===== src/rtl/memory_stage.sv =====
// ---------------------------------------------------------------------------
// memory_stage
//   Memory-access stage of the 64-bit LEGv8 pipeline, directly after execute.
//   Resolves the CBZ branch (PCSrc_M) combinationally and drives a req/ack
//   handshake to a variable-latency data memory. Upstream stages are stalled
//   while an access is outstanding. Misaligned and timed-out accesses set a
//   sticky fault flag that only reset clears.
//
//   Ports
//     clk, reset        : clock, synchronous active-high reset
//     Branch_M          : CBZ in this stage
//     MemRead_M         : LDUR in this stage
//     MemWrite_M        : STUR in this stage (wins if MemRead_M is also set)
//     zero_M            : ALU zero flag
//     aluResult_M       : effective address
//     writeData_M       : store data
//     PCBranch_M        : branch target
//     dm_ack, dm_rdata  : memory completion strobe and load data
//     PCSrc_M           : take-branch select
//     PCBranch_out      : branch target pass-through
//     dm_req, dm_we     : memory request and direction
//     dm_addr, dm_wdata : request address/data, captured at request start
//     readData_M        : last completed load data
//     stall_M           : hold upstream stages and PC
//     mem_fault         : sticky misaligned/timeout flag
// ---------------------------------------------------------------------------
module memory_stage #(
   parameter int N       = 64,
   parameter int TIMEOUT = 16
) (
   input  logic         clk,
   input  logic         reset,
   input  logic         Branch_M,
   input  logic         MemRead_M,
   input  logic         MemWrite_M,
   input  logic         zero_M,
   input  logic [N-1:0] aluResult_M,
   input  logic [N-1:0] writeData_M,
   input  logic [N-1:0] PCBranch_M,
   input  logic         dm_ack,
   input  logic [N-1:0] dm_rdata,
   output logic         PCSrc_M,
   output logic [N-1:0] PCBranch_out,
   output logic         dm_req,
   output logic         dm_we,
   output logic [N-1:0] dm_addr,
   output logic [N-1:0] dm_wdata,
   output logic [N-1:0] readData_M,
   output logic         stall_M,
   output logic         mem_fault
);

   // Counter wide enough to hold TIMEOUT itself
   localparam int CW = $clog2(TIMEOUT + 1);

   typedef enum logic [1:0] {
      S_IDLE = 2'b00,
      S_REQ  = 2'b01,
      S_DONE = 2'b10
   } state_t;

   state_t         state_r;
   logic [CW-1:0]  cnt_r;
   logic           dm_req_r;
   logic           dm_we_r;
   logic [N-1:0]   dm_addr_r;
   logic [N-1:0]   dm_wdata_r;
   logic [N-1:0]   read_data_r;
   logic           mem_fault_r;
   logic           memop_s;
   logic           aligned_s;
   logic           stall_s;

   assign memop_s   = MemRead_M | MemWrite_M;
   assign aligned_s = (aluResult_M[2:0] == 3'b000);

   // Branch resolution is independent of the memory handshake
   assign PCSrc_M      = Branch_M & zero_M;
   assign PCBranch_out = PCBranch_M;

   assign dm_req     = dm_req_r;
   assign dm_we      = dm_we_r;
   assign dm_addr    = dm_addr_r;
   assign dm_wdata   = dm_wdata_r;
   assign readData_M = read_data_r;
   assign mem_fault  = mem_fault_r;
   assign stall_M    = stall_s;

   // Stall: in IDLE a pending memory op must be held; REQ always holds
   always_comb begin
      stall_s = 1'b0;
      case (state_r)
         S_IDLE:  stall_s = memop_s;
         S_REQ:   stall_s = 1'b1;
         S_DONE:  stall_s = 1'b0;
         default: stall_s = 1'b0;
      endcase
   end

   // Access FSM with registered handshake outputs and result/fault state
   always_ff @(posedge clk) begin
      if (reset) begin
         state_r     <= S_IDLE;
         cnt_r       <= {CW{1'b0}};
         dm_req_r    <= 1'b0;
         dm_we_r     <= 1'b0;
         dm_addr_r   <= {N{1'b0}};
         dm_wdata_r  <= {N{1'b0}};
         read_data_r <= {N{1'b0}};
         mem_fault_r <= 1'b0;
      end else begin
         case (state_r)
            S_IDLE: begin
               if (memop_s && aligned_s) begin
                  state_r    <= S_REQ;
                  dm_req_r   <= 1'b1;
                  dm_addr_r  <= aluResult_M;
                  dm_wdata_r <= writeData_M;
                  dm_we_r    <= MemWrite_M;
                  cnt_r      <= {CW{1'b0}};
               end else if (memop_s) begin
                  // Misaligned: never reaches memory, completes immediately
                  state_r     <= S_DONE;
                  mem_fault_r <= 1'b1;
               end else begin
                  state_r <= S_IDLE;
               end
            end
            S_REQ: begin
               cnt_r <= cnt_r + {{(CW-1){1'b0}}, 1'b1};
               // Ack is checked first so an ack on the last cycle is not a fault
               if (dm_ack) begin
                  state_r  <= S_DONE;
                  dm_req_r <= 1'b0;
                  if (!dm_we_r) begin
                     read_data_r <= dm_rdata;
                  end else begin
                     read_data_r <= read_data_r;
                  end
               end else if (cnt_r == CW'(TIMEOUT - 1)) begin
                  state_r     <= S_DONE;
                  dm_req_r    <= 1'b0;
                  mem_fault_r <= 1'b1;
                  if (!dm_we_r) begin
                     read_data_r <= {N{1'b0}};
                  end else begin
                     read_data_r <= read_data_r;
                  end
               end else begin
                  state_r <= S_REQ;
               end
            end
            S_DONE: begin
               state_r <= S_IDLE;
            end
            default: begin
               state_r  <= S_IDLE;
               dm_req_r <= 1'b0;
            end
         endcase
      end
   end

endmodule


===== config.mk =====
export PLATFORM = sky130hd
export DESIGN_NAME = memory_stage
export DESIGN_NICKNAME = d
export VERILOG_FILES = /design/src/rtl/memory_stage.sv
export SDC_FILE = /design/constraint.sdc
export NUM_CORES = 1
export LEC_CHECK = 0
export ABC_AREA = 0
export CAP_MARGIN = 30
export CORE_AREA = 2 2 201 203
export CTS_CLUSTER_SIZE = 20
export DETAILED_ROUTE_END_ITERATION = 6
export DIE_AREA = 0 0 203 205
export PLACE_DENSITY = 0.51
export SYNTH_ARGS = -nofsm -noshare
export SYNTH_HDL_FRONTEND = slang
export SYNTH_SLANG_ARGS = --single-unit

===== constraint.sdc =====
create_clock -name clk -period 4.91 [get_ports clk]
set_input_delay 0.491 -clock clk [delete_from_list [all_inputs] [get_ports clk]]
set_output_delay 0.491 -clock clk [all_outputs]
set_load 0.02 [all_outputs]

==> impl_metrics.py <==
metrics = {
    "status": {
        "status": "complete, no violations",
    },
    "die": {
        "core-area_um2": 39370,
        "die_area_um2": 41620,
        "num_rows": 73,
        "die_x_um": 203,
        "die_h_um": 205,
        "ios": 524,
        "start_util_pct": 23.12,
    },
    "clock_tree": {
        "cts_tree": "built",
        "htree_levels": 1,
        "path_clk_slew_ns": 0.06,
        "numCtsBuffers": 25,
        "clkLatencyLatePin_ns": 0.54,
        "cts.sinks": 202,
        "cts_resized": 0,
        "clk_path_buf_depth": 3,
        "clockRootBuffer": "clkbuf_16",
        "postCtsSetupBuffers": 0,
        "cts_hold_buf": 0,
    },
    "finish": {
        "nets": 1519,
        "register_area_um2": 4044,
        "area_growth_pct": 50.67,
        "fin_util_pct": 34.84,
        "multi_input_area_um2": 4131,
        "drive_above_1_share_pct": 4.101,
        "n_fill_cell": 4014,
        "fin_cells": 1793,
        "diodes": 0,
        "fin_area_um2": 13710,
    },
    "timing": {
        "max_slew_margin_pct": 37.14,
        "tns_ns": 0,
        "post-route-period-util_pct": 47.93,
        "fin_ws_ns": 2.557,
        "fmax_mhz": 425.0,
        "worst_hold_slack_ns": 0.2739,
        "finClkSkew_ns": 0.01950,
        "grt_setup_unrepaired": "false",
        "final.min_clock_period_ns": 2.353,
        "drv_slew": 0,
        "worstMarginPinSlew_ns": 0.9359,
        "hold_viol_final": 0,
        "setup_viol_count_final": 0,
    },
    "placement": {
        "io_buffers": 395,
        "gp_routability_congestion": 0.7340,
        "placed_area_um2": 12930,
        "dpl.hpwl_mm": 19.05,
        "pre_cts_ws_ns": 1.953,
        "dpl.cell_count": 1751,
    },
    "power_and_ir_drop": {
        "power_mw": 3.925,
        "leakagePower_nw": 4.537,
        "ir_drop_mv": 0.2543,
        "power.density_nw_per_um2": 286.2,
    },
    "logic_synthesis": {
        "yosys_warnings": 0,
        "syn_avg_cell_area_um2": 9.413,
        "synth_top_cell_area_share_pct": 44.43,
        "synthesis.area_um2": 9102,
        "ys_seq_elements": 202,
        "yosys.cell_types.count": 32,
        "synth_area_leaders": "dfxtp_1 (44%), nand2b_1 (18%), mux2i_1 (14%)",
        "yosysTopAreaCell": "dfxtp_1",
        "ys_seq_area_share_pct": 44.43,
        "netlist_instances": 967,
        "syn_nets": 1232,
    },
    "worst_setup_path": {
        "cp-end-kind": "output port",
        "max_stage_delay_ns": 0.61,
        "cp_cell_sequence": "nor3_1, nor2_1, clkdlybuf4s50_1",
        "required_ns": 4.42,
        "reg2reg_depth": 8,
        "r2r-start": "cnt_r[0]",
        "cp-startpoint": "state_r[0]",
        "worst_path_max_delay_cell": "clkdlybuf4s50_1",
        "cp-start-kind": "register",
        "worst-path-max-fanout": 9,
        "path_class": "reg -> out",
        "critPathArrivalTime_ns": 1.86,
    },
    "drt": {
        "routed_via_density": 4.177,
        "postRouteAntennaNets": 0,
        "route.vias.total": 7489,
        "wl_per_cell_um": 15.69,
        "wirelength_mm": 28.13,
        "post-route-drc-count": 0,
        "drt_iter0_markers": 283,
        "drt_pass1_iterations": 4,
    },
    "job": {
        "maxCapViolations": 0,
    },
    "global_routing": {
        "grt_pass1_wl_mm": 42.57,
        "grt_use_total_pct": 12.74,
        "antenna_found_initial": 0,
        "grt_max_degree": 176,
        "grt_pass1_vias": 7396,
        "grt_overflow": 0,
    },
    "min_path": {
        "worstHoldStart": "reset",
        "min_path_cells": 3,
        "hp-class": "in -> reg",
    },
}
-- critical path, delay by kind of cell, from the launching register on --
family	cells	cell delay [ns]
AND/OR/NAND/NOR	2	0.19
flip-flops	1	0.53
buffers and inverters	1	0.61
-- metal layers --
| metal | vias up | GRT usage (%) | routed length [um] |
|---|---|---|---|
| met5 | - | 0 | 0 |
| met3 | 56 | 5.345 | 2785 |
| met1 | 3405 | 15.44 | 11640 |
| li1 | 3733 | - | - |
| met4 | 0 | 4.588 | 977 |
| met2 | 295 | 20.19 | 12730 |
-- state kept, by name, summed over array words and instances, names as in the netlist --
| signal | count |
|---|---|
| dm_we | 1 |
| dm_wdata | 64 |
| state_r | 2 |
| cnt_r | 5 |
| readData_M | 64 |
| dm_addr | 64 |
| mem_fault | 1 |
| dm_req | 1 |
-- cell usage after synthesis --
cell	instances
a211o_1	1
a21oi_1	68
a31oi_1	1
and2_1	1
and3_1	1
buf_12	6
buf_2	11
buf_4	71
buf_8	1
clkbuf_1	58
dfxtp_1	202
ha_1	2
inv_1	2
mux2i_1	126
nand2_1	2
nand2b_1	255
nand3_1	65
nand3b_1	5
nand4b_1	1
nor2_1	3
nor2b_1	1
nor3_1	1
nor3b_1	4
nor4_2	1
o211ai_1	1
o21ai_0	68
o31ai_1	1
o32ai_1	1
or3_1	3
or3b_1	1
or4_1	2
or4b_2	1
-- cell usage in the layout, fill, tap and decap left out, types with 2 or more instances in the layout --
cell type        netlist  routed
nor3b_1                4       3
o21ai_0               68      68
buf_16                 0       2
clkbuf_8               0       3
nand3_1               65      65
nand2_1                2       2
nand2b_1             255     255
mux2i_1              126     126
inv_1                  2       2
clkbuf_1              58       7
a21oi_1               68      68
or3_1                  3       3
nor2_1                 3       2
clkbuf_16              0      25
dfxtp_1              202     202
clkinv_2               0       3
ha_1                   2       2
or4_1                  2       2
buf_4                 71       7
clkdlybuf4s50_1        0     393
buf_12                 6       3
nand3b_1               5       5
-- power by group --
part / leakage, nW / total, mW / switching [mW] / internal [mW]
registers: 1.63 / 1.70 / 0.0208 / 1.68
logic: 2.53 / 0.480 / 0.198 / 0.282
clock network: 0.370 / 1.75 / 0.720 / 1.03
total: 4.54 / 3.93 / 0.939 / 2.99
-- worst paths after layout --
path	to	slack (ns)
setup / recovery	stall_M	2.56
hold / removal	dm_addr[24]	0.27
hold reg to reg	dm_addr[35]	0.47
setup reg to reg	readData_M[17]	2.64
-- logic make-up (layout without fill, tap and decap cells) --
logic type      Yosys count  after routing  share of synthesized area (%)
compound gates          141            141                          7.904
buf+inv                 149            450                          10.42
flops                   202            202                          44.43
fa+ha+maj                 2              2                         0.2749
mux                     126            126                          13.86
simple gates            347            347                          23.12
-- final cells by class --
class / count / area share [%]
Clock buffer: 35 / 5.054
Clock inverter: 6 / 0.4653
Inverter: 2 / 0.05474
Multi-Input combinational cell: 616 / 30.12
Sequential cell: 202 / 29.49
Tap cell: 525 / 4.790
Timing Repair Buffer: 407 / 30.02
Note: power is estimated with default switching activity, not from simulation.
